===== src/rtl/packet_drain_scheduler.sv =====
`default_nettype none
// ============================================================================
// Module      : packet_drain_scheduler
// Description : Round-robin drain of SRC_COUNT packet collectors into one
//               valid/ready sink through a small first-word-fall-through FIFO.
//               Each grant is bounded by a timeout. Responses that arrive from
//               a collector without a grant are discarded and counted.
//               Optional statistics counters: define PACKET_DRAIN_STATS_EN.
// Revision    : 1.0 - initial release
// ============================================================================
module packet_drain_scheduler #(
    parameter int NODE_COUNT      = 8,
    parameter int PACKET_ID_WIDTH = 5,
    parameter int SRC_COUNT       = 4,
    parameter int FIFO_DEPTH      = 4,
    parameter int TIMEOUT         = 16,
    localparam int NW = $clog2(NODE_COUNT),
    localparam int IW = PACKET_ID_WIDTH,
    localparam int SW = (SRC_COUNT > 1) ? $clog2(SRC_COUNT) : 1
) (
    input  logic                      clk,
    input  logic                      rst_n,
    input  logic                      ce,
    output logic [SRC_COUNT-1:0]      send_signal_o,
    input  logic [SRC_COUNT-1:0]      src_valid_i,
    input  logic [SRC_COUNT*32-1:0]   src_packet_i,
    input  logic [SRC_COUNT*NW-1:0]   src_node_start_i,
    input  logic [SRC_COUNT*NW-1:0]   src_node_dest_i,
    input  logic [SRC_COUNT*IW-1:0]   src_packet_id_i,
    output logic                      out_valid,
    input  logic                      out_ready,
    output logic [31:0]               out_packet,
    output logic [NW-1:0]             out_node_start,
    output logic [NW-1:0]             out_node_dest,
    output logic [IW-1:0]             out_packet_id,
    output logic [SW-1:0]             out_src,
    output logic                      timeout_pulse,
    output logic [15:0]               drop_count
`ifdef PACKET_DRAIN_STATS_EN
    ,
    output logic [31:0]               grant_count,
    output logic [31:0]               packet_count,
    output logic [31:0]               timeout_count
`endif
);

    localparam int AW = $clog2(FIFO_DEPTH);
    localparam int CW = AW + 1;
    localparam int TW = $clog2(TIMEOUT);
    localparam int EW = 32 + 2 * NW + IW + SW;

    typedef enum logic [1:0] {
        S_IDLE  = 2'd0,
        S_GRANT = 2'd1,
        S_DRAIN = 2'd2
    } state_t;

    state_t                r_state;
    state_t                w_state_nxt;
    logic [SW-1:0]         r_grant;
    logic [SW-1:0]         w_grant_nxt;
    logic [SW-1:0]         r_rr;
    logic [SW-1:0]         w_rr_nxt;
    logic [TW-1:0]         r_timer;
    logic [TW-1:0]         w_timer_nxt;
    logic [SRC_COUNT-1:0]  r_send;
    logic [SRC_COUNT-1:0]  w_send_nxt;
    logic                  r_timeout;
    logic                  w_timeout_nxt;
    logic [15:0]           r_drop;
    logic [16:0]           w_drop_sum;
    logic [15:0]           w_drop_nxt;

    logic [EW-1:0]         r_mem [FIFO_DEPTH];
    logic [AW-1:0]         r_wr_ptr;
    logic [AW-1:0]         r_rd_ptr;
    logic [CW-1:0]         r_count;
    logic [CW-1:0]         w_free;
    logic                  w_pop;
    logic                  w_push_req;
    logic                  w_push;
    logic [EW-1:0]         w_head;

    logic                  w_sel_valid;
    logic [EW-1:0]         w_sel_entry;
    logic [SRC_COUNT-1:0]  w_grant_mask;
    logic [SRC_COUNT-1:0]  w_rr_onehot;

    // FIFO status: head is shown directly from storage (first-word fall-through)
    assign out_valid      = (r_count != '0);
    assign w_pop          = out_valid && out_ready;
    assign w_free         = CW'(FIFO_DEPTH) - r_count + {{(CW-1){1'b0}}, w_pop};
    assign w_push         = w_push_req && ((r_count != CW'(FIFO_DEPTH)) || w_pop);
    assign w_head         = r_mem[r_rd_ptr];
    assign out_packet     = w_head[EW-1 -: 32];
    assign out_node_start = w_head[SW+IW+2*NW-1 -: NW];
    assign out_node_dest  = w_head[SW+IW+NW-1 -: NW];
    assign out_packet_id  = w_head[SW+IW-1 -: IW];
    assign out_src        = w_head[SW-1:0];

    assign send_signal_o  = r_send;
    assign timeout_pulse  = r_timeout;
    assign drop_count     = r_drop;

    // Select the granted collector's response and build one-hot masks
    always_comb begin
        w_sel_valid  = 1'b0;
        w_sel_entry  = '0;
        w_grant_mask = '0;
        w_rr_onehot  = '0;
        for (int k = 0; k < SRC_COUNT; k++) begin
            if (r_grant == SW'(k)) begin
                w_grant_mask[k] = 1'b1;
                w_sel_valid     = src_valid_i[k];
                w_sel_entry     = {src_packet_i[k*32 +: 32],
                                   src_node_start_i[k*NW +: NW],
                                   src_node_dest_i[k*NW +: NW],
                                   src_packet_id_i[k*IW +: IW],
                                   SW'(k)};
            end
            if (r_rr == SW'(k)) begin
                w_rr_onehot[k] = 1'b1;
            end
        end
    end

    // Next-state logic: grant only with two free slots so the trailing response fits
    always_comb begin
        w_state_nxt   = r_state;
        w_grant_nxt   = r_grant;
        w_rr_nxt      = r_rr;
        w_timer_nxt   = r_timer;
        w_send_nxt    = r_send;
        w_timeout_nxt = 1'b0;
        w_push_req    = 1'b0;
        case (r_state)
            S_IDLE: begin
                if (w_free >= CW'(2)) begin
                    w_grant_nxt = r_rr;
                    w_send_nxt  = w_rr_onehot;
                    w_timer_nxt = TW'(TIMEOUT - 1);
                    w_state_nxt = S_GRANT;
                end
            end
            S_GRANT: begin
                if (r_timer != '0) begin
                    w_timer_nxt = r_timer - TW'(1);
                end
                if (w_sel_valid) begin
                    w_push_req  = 1'b1;
                    w_send_nxt  = '0;
                    w_state_nxt = S_DRAIN;
                end else if (r_timer == '0) begin
                    w_timeout_nxt = 1'b1;
                    w_send_nxt    = '0;
                    w_state_nxt   = S_DRAIN;
                end
            end
            S_DRAIN: begin
                w_push_req  = w_sel_valid;
                w_rr_nxt    = (r_grant == SW'(SRC_COUNT - 1)) ? '0 : r_grant + SW'(1);
                w_state_nxt = S_IDLE;
            end
            default: begin
                w_send_nxt  = '0;
                w_state_nxt = S_IDLE;
            end
        endcase
    end

    // Drop accounting: every ungranted valid, plus any push that finds no room
    always_comb begin
        w_drop_sum = {1'b0, r_drop};
        for (int k = 0; k < SRC_COUNT; k++) begin
            if (src_valid_i[k] && !((r_state != S_IDLE) && w_grant_mask[k])) begin
                w_drop_sum = w_drop_sum + 17'd1;
            end
        end
        if (w_push_req && !w_push) begin
            w_drop_sum = w_drop_sum + 17'd1;
        end
        w_drop_nxt = w_drop_sum[16] ? 16'hFFFF : w_drop_sum[15:0];
    end

    // Scheduler state register; reset drops the grant immediately
    always_ff @(posedge clk or negedge rst_n) begin
        if (!rst_n) begin
            r_state   <= S_IDLE;
            r_grant   <= '0;
            r_rr      <= '0;
            r_timer   <= '0;
            r_send    <= '0;
            r_timeout <= 1'b0;
            r_drop    <= '0;
        end else if (ce) begin
            r_state   <= w_state_nxt;
            r_grant   <= w_grant_nxt;
            r_rr      <= w_rr_nxt;
            r_timer   <= w_timer_nxt;
            r_send    <= w_send_nxt;
            r_timeout <= w_timeout_nxt;
            r_drop    <= w_drop_nxt;
        end
    end

    // Output FIFO storage and pointers; simultaneous push and pop keep the count
    always_ff @(posedge clk or negedge rst_n) begin
        if (!rst_n) begin
            for (int i = 0; i < FIFO_DEPTH; i++) begin
                r_mem[i] <= '0;
            end
            r_wr_ptr <= '0;
            r_rd_ptr <= '0;
            r_count  <= '0;
        end else if (ce) begin
            if (w_push) begin
                r_mem[r_wr_ptr] <= w_sel_entry;
                r_wr_ptr        <= r_wr_ptr + AW'(1);
            end
            if (w_pop) begin
                r_rd_ptr <= r_rd_ptr + AW'(1);
            end
            case ({w_push, w_pop})
                2'b10:   r_count <= r_count + CW'(1);
                2'b01:   r_count <= r_count - CW'(1);
                default: r_count <= r_count;
            endcase
        end
    end

`ifdef PACKET_DRAIN_STATS_EN
    // Wrapping activity counters
    always_ff @(posedge clk or negedge rst_n) begin
        if (!rst_n) begin
            grant_count   <= '0;
            packet_count  <= '0;
            timeout_count <= '0;
        end else if (ce) begin
            if ((r_state == S_IDLE) && (w_state_nxt == S_GRANT)) begin
                grant_count <= grant_count + 32'd1;
            end
            if (w_push) begin
                packet_count <= packet_count + 32'd1;
            end
            if (w_timeout_nxt) begin
                timeout_count <= timeout_count + 32'd1;
            end
        end
    end
`endif

endmodule
`default_nettype wire


===== config.mk =====
export PLATFORM = sky130hd
export DESIGN_NAME = packet_drain_scheduler
export DESIGN_NICKNAME = d
export VERILOG_FILES = /design/src/rtl/packet_drain_scheduler.sv
export SDC_FILE = /design/constraint.sdc
export NUM_CORES = 1
export LEC_CHECK = 0
export ABC_AREA = 1
export BUFFER_PORTS_ARGS = -buffer_cell sky130_fd_sc_hd__buf_2
export CORE_MARGIN = 1.5
export CORE_UTILIZATION = 52
export CTS_BUF_LIST = sky130_fd_sc_hd__clkbuf_16
export CTS_CLUSTER_DIAMETER = 50
export DETAILED_ROUTE_END_ITERATION = 10
export PLACE_DENSITY = 0.84
export SYNTH_ARGS = -nofsm -noshare
export SYNTH_HDL_FRONTEND = slang
export SYNTH_SLANG_ARGS = --single-unit

===== constraint.sdc =====
create_clock -name clk -period 10.3 [get_ports clk]
set_clock_uncertainty 0.15 [all_clocks]
set_input_delay 2.06 -clock clk [delete_from_list [all_inputs] [get_ports clk]]
set_output_delay 2.06 -clock clk [all_outputs]
set_load 0.03 [all_outputs]

==> metrics <==
Max-Cap Viols=0; R2R setup slack=5.12 ns; yosys warns=0; Placement Rows=58; DRT Pass-1 Iters=5; Area Overhead vs Synth=17.6%; CTS Buffer Depth=3; Buf/Inv on CP=1; Syn Inst Count=approximately 1,600; Worst Path Max Fanout=16; final WL=36.2 mm; status=complete, no violations; uppermost layer routed=met4; minimum clock period=5.55 ns; gr ovfl total=0; worst r2r src=r_grant[0]; H-tree Lvls=1; Avg Inst Size Synth=~8.5 µm²; slowest cell delay on critical path=0.33 ns; Via density=approximately 5.7; crit path launch type=primary input; Worst slew margin=0.177; worst slack, placed=~4.3 ns; most frequent cells in the layout=nand2_1 (262), buf_2 (245), dfrtp_1 (217), o21ai_0 (199), mux2_2 (172); post-synth top area share=0.409; Final Max Slew Viols=0; Setup TNS=0 ns; Worst-path clk slew=about 0.06 ns; Critical-path top delay cell=nor3_1; Ports=roughly 250; Synth cell types=47; via count=approximately 12,000; full die area=between 0.02 and 0.03 mm²; wire length on met1=roughly 15 mm; crit-path leading delay family=simple AND/OR/NAND/NOR gates; Pwr Density=around 350 mW/mm²; hold path depth=1; setup ws final=4.75 ns; Hold Vio Cnt, Final=0; fillcell total=~2,000; CP dominant cell by count=nand2_1; Nets=roughly 2,000; Total GRT Usage=0.272; TritonCTS clock tree=yes; largest net degree at the start of global routing=91; Multi-input gate area=roughly 0.007 mm²; Antenna Cells=0; met3 wire length=~1.9 mm; commonest non-fill, non-tap cell in the layout=nand2_1; worst hold path class=register to register; fmax=between 150 and 200 MHz; Die W=163 µm; vias in the first global route=11,900; Hold Path Sink=r_mem[110]; Routed Antenna Nets=0; initial antenna violation count=0; Critical Path, Cell by Cell=buf_2 -> nand2_8 -> nand2_1 -> nand2_2 -> ha_1 -> o21a_1 -> ha_1 -> nand2_1 -> nand2_1 -> ha_1 -> nor2_1 -> a31oi_1 -> ha_1 -> nand2_1 -> nor3_1 -> nand2_1 -> nor2_1 -> nand3_1 -> nor2_2 -> nand3_2 -> nand2_4 -> nor2_1 -> nor2_1; post-route DRC violation count=0; syn_nets=1,774; cts repair resizes=0; Seq cells post-synth=approximately 220; synth top area cells=dfrtp_1 (41%), mux2_2 (15%), o21ai_0 (7.5%); metal2 WL=18.1 mm; Yosys top cell by area=dfrtp_1; share of cells above drive strength 1=0.324; Die Span Y=~160 µm; Seq/Total Area, Yosys=0.409; FF+latch area=between 0.005 and 0.006 mm²; worst vdd ir=roughly 0.00023 V; CP arrival=5.84 ns; CORE AREA=roughly 0.025 mm²; Buffers on Ports=246; RSZ-0062 raised after global routing=no; Top FF cell, synth=dfrtp_1; TritonCTS buffer count=25; worst-margin pin slew=roughly 1.2 ns; root buffer cell=clkbuf_16; ys async rst share=1.00; clk sinks=218; Crit. End Element=register; Detail Placement HPWL=approximately 25 mm; CTS Hold Bufs=0; R2R depth=10; Final Wtd Congestion=roughly 0.88; Hold Crit Start=r_mem[110]; first-pass GRT wire length=slightly below 60 mm; crit path kind=primary input to register; Total Power=~0.0056 W; period utilization=0.539; 1st-iter DRT viols=about 790; post-synthesis cell area=0.0134 mm²; Skew-Pair Late Insertion Delay=between 0.5 and 0.6 ns; Worst R2R End=r_mem[47]; Initial Utilization=0.530; Leakage Power=7.66 nW; Final setup violation count=0; EDFF count, synth=0; Post-CTS Setup Inserts=0; CP required=roughly 11 ns; routed len/inst=roughly 17 µm
## area by class of cell
type / instances / area share
Multi-Input combinational cell: 1146 / 0.454
Sequential cell: 218 / 0.348
Timing Repair Buffer: 260 / 0.0857
Clock buffer: 25 / 0.0399
Inverter: 127 / 0.0304
Tap cell: 330 / 0.0263
Clock inverter: 21 / 0.0163
## synth_stat cells (2+ instances only)
master	number
a21oi_1	13
a21oi_2	2
a221oi_1	42
a31oi_1	6
buf_1	8
buf_2	4
clkbuf_1	70
dfrtp_1	218
ha_1	19
inv_1	98
inv_2	28
mux2_2	172
nand2_1	262
nand2_2	23
nand2_4	2
nand3_1	73
nand3_2	8
nand3b_1	4
nand4_1	20
nor2_1	174
nor2_2	12
nor2_4	10
nor2_8	3
nor3_1	9
o211ai_1	2
o21ai_0	199
o21ai_1	4
o21bai_1	3
o22ai_1	48
o22ai_2	10
xnor2_1	2
xor2_1	11
## through the flow
step / instance area, µm² / utilization / hold slack (ns) / cells
2_1_floorplan: 13400 / - / 0.309 / 1574
3_3_place_gp: 14800 / 0.588 / 0.324 / 2081
3_5_place_dp: 14800 / 0.588 / 0.334 / 2081
4_1_cts: 15700 / 0.623 / 0.354 / 2127
5_1_grt: 15700 / 0.623 / 0.365 / 2127
6_report: 15700 / 0.623 / 0.352 / 2127
## kinds of logic (layout without fill, tap and decap cells)
family,after synthesis,after routing,synth area share
adder cells (fa/ha/maj),20,20,0.0193
flip-flops,218,218,0.409
AO/OA/AOI/OAI,336,336,0.152
AND/OR/NAND/NOR,604,604,0.205
multiplexers,172,172,0.145
XOR/XNOR,14,14,0.00975
buffers and inverters,210,433,0.0606
## registers in the layout, summed over array words and instances, names as in the netlist
name / flops
r_state: 2
drop_count: 16
send_signal_o: 4
r_rr: 2
r_grant: 2
timeout_pulse: 1
r_rd_ptr: 2
r_count: 3
r_mem: 180
r_timer: 4
r_wr_ptr: 2
## power by group
part | leakage [nW] | switching [W] | internal [W]
sequential | 2.76 | 0.000223 | 0.00120
combinational | 4.46 | 0.00216 | 0.00106
clock | 0.440 | 0.000360 | 0.000574
total | 7.66 | 0.00275 | 0.00282
## worst max-delay path by stage
stage	from	to	cells past startpoint
final	src_valid_i[0]	drop_count[13]	23
after global routing	src_valid_i[0]	drop_count[13]	23
after CTS	src_valid_i[0]	drop_count[13]	23
after detailed placement	src_valid_i[0]	drop_count[13]	23
after global placement	src_valid_i[0]	drop_count[0]	23
after floorplan	src_valid_i[0]	drop_count[2]	24
## per-layer routing
metal | global-route usage | vias up
li1 | - | 5800
met3 | 0.0368 | 86
met2 | 0.480 | 430
met1 | 0.336 | 5815
met5 | 0 | -
met4 | 0.110 | 0
Note: power is estimated with default switching activity, not from simulation.
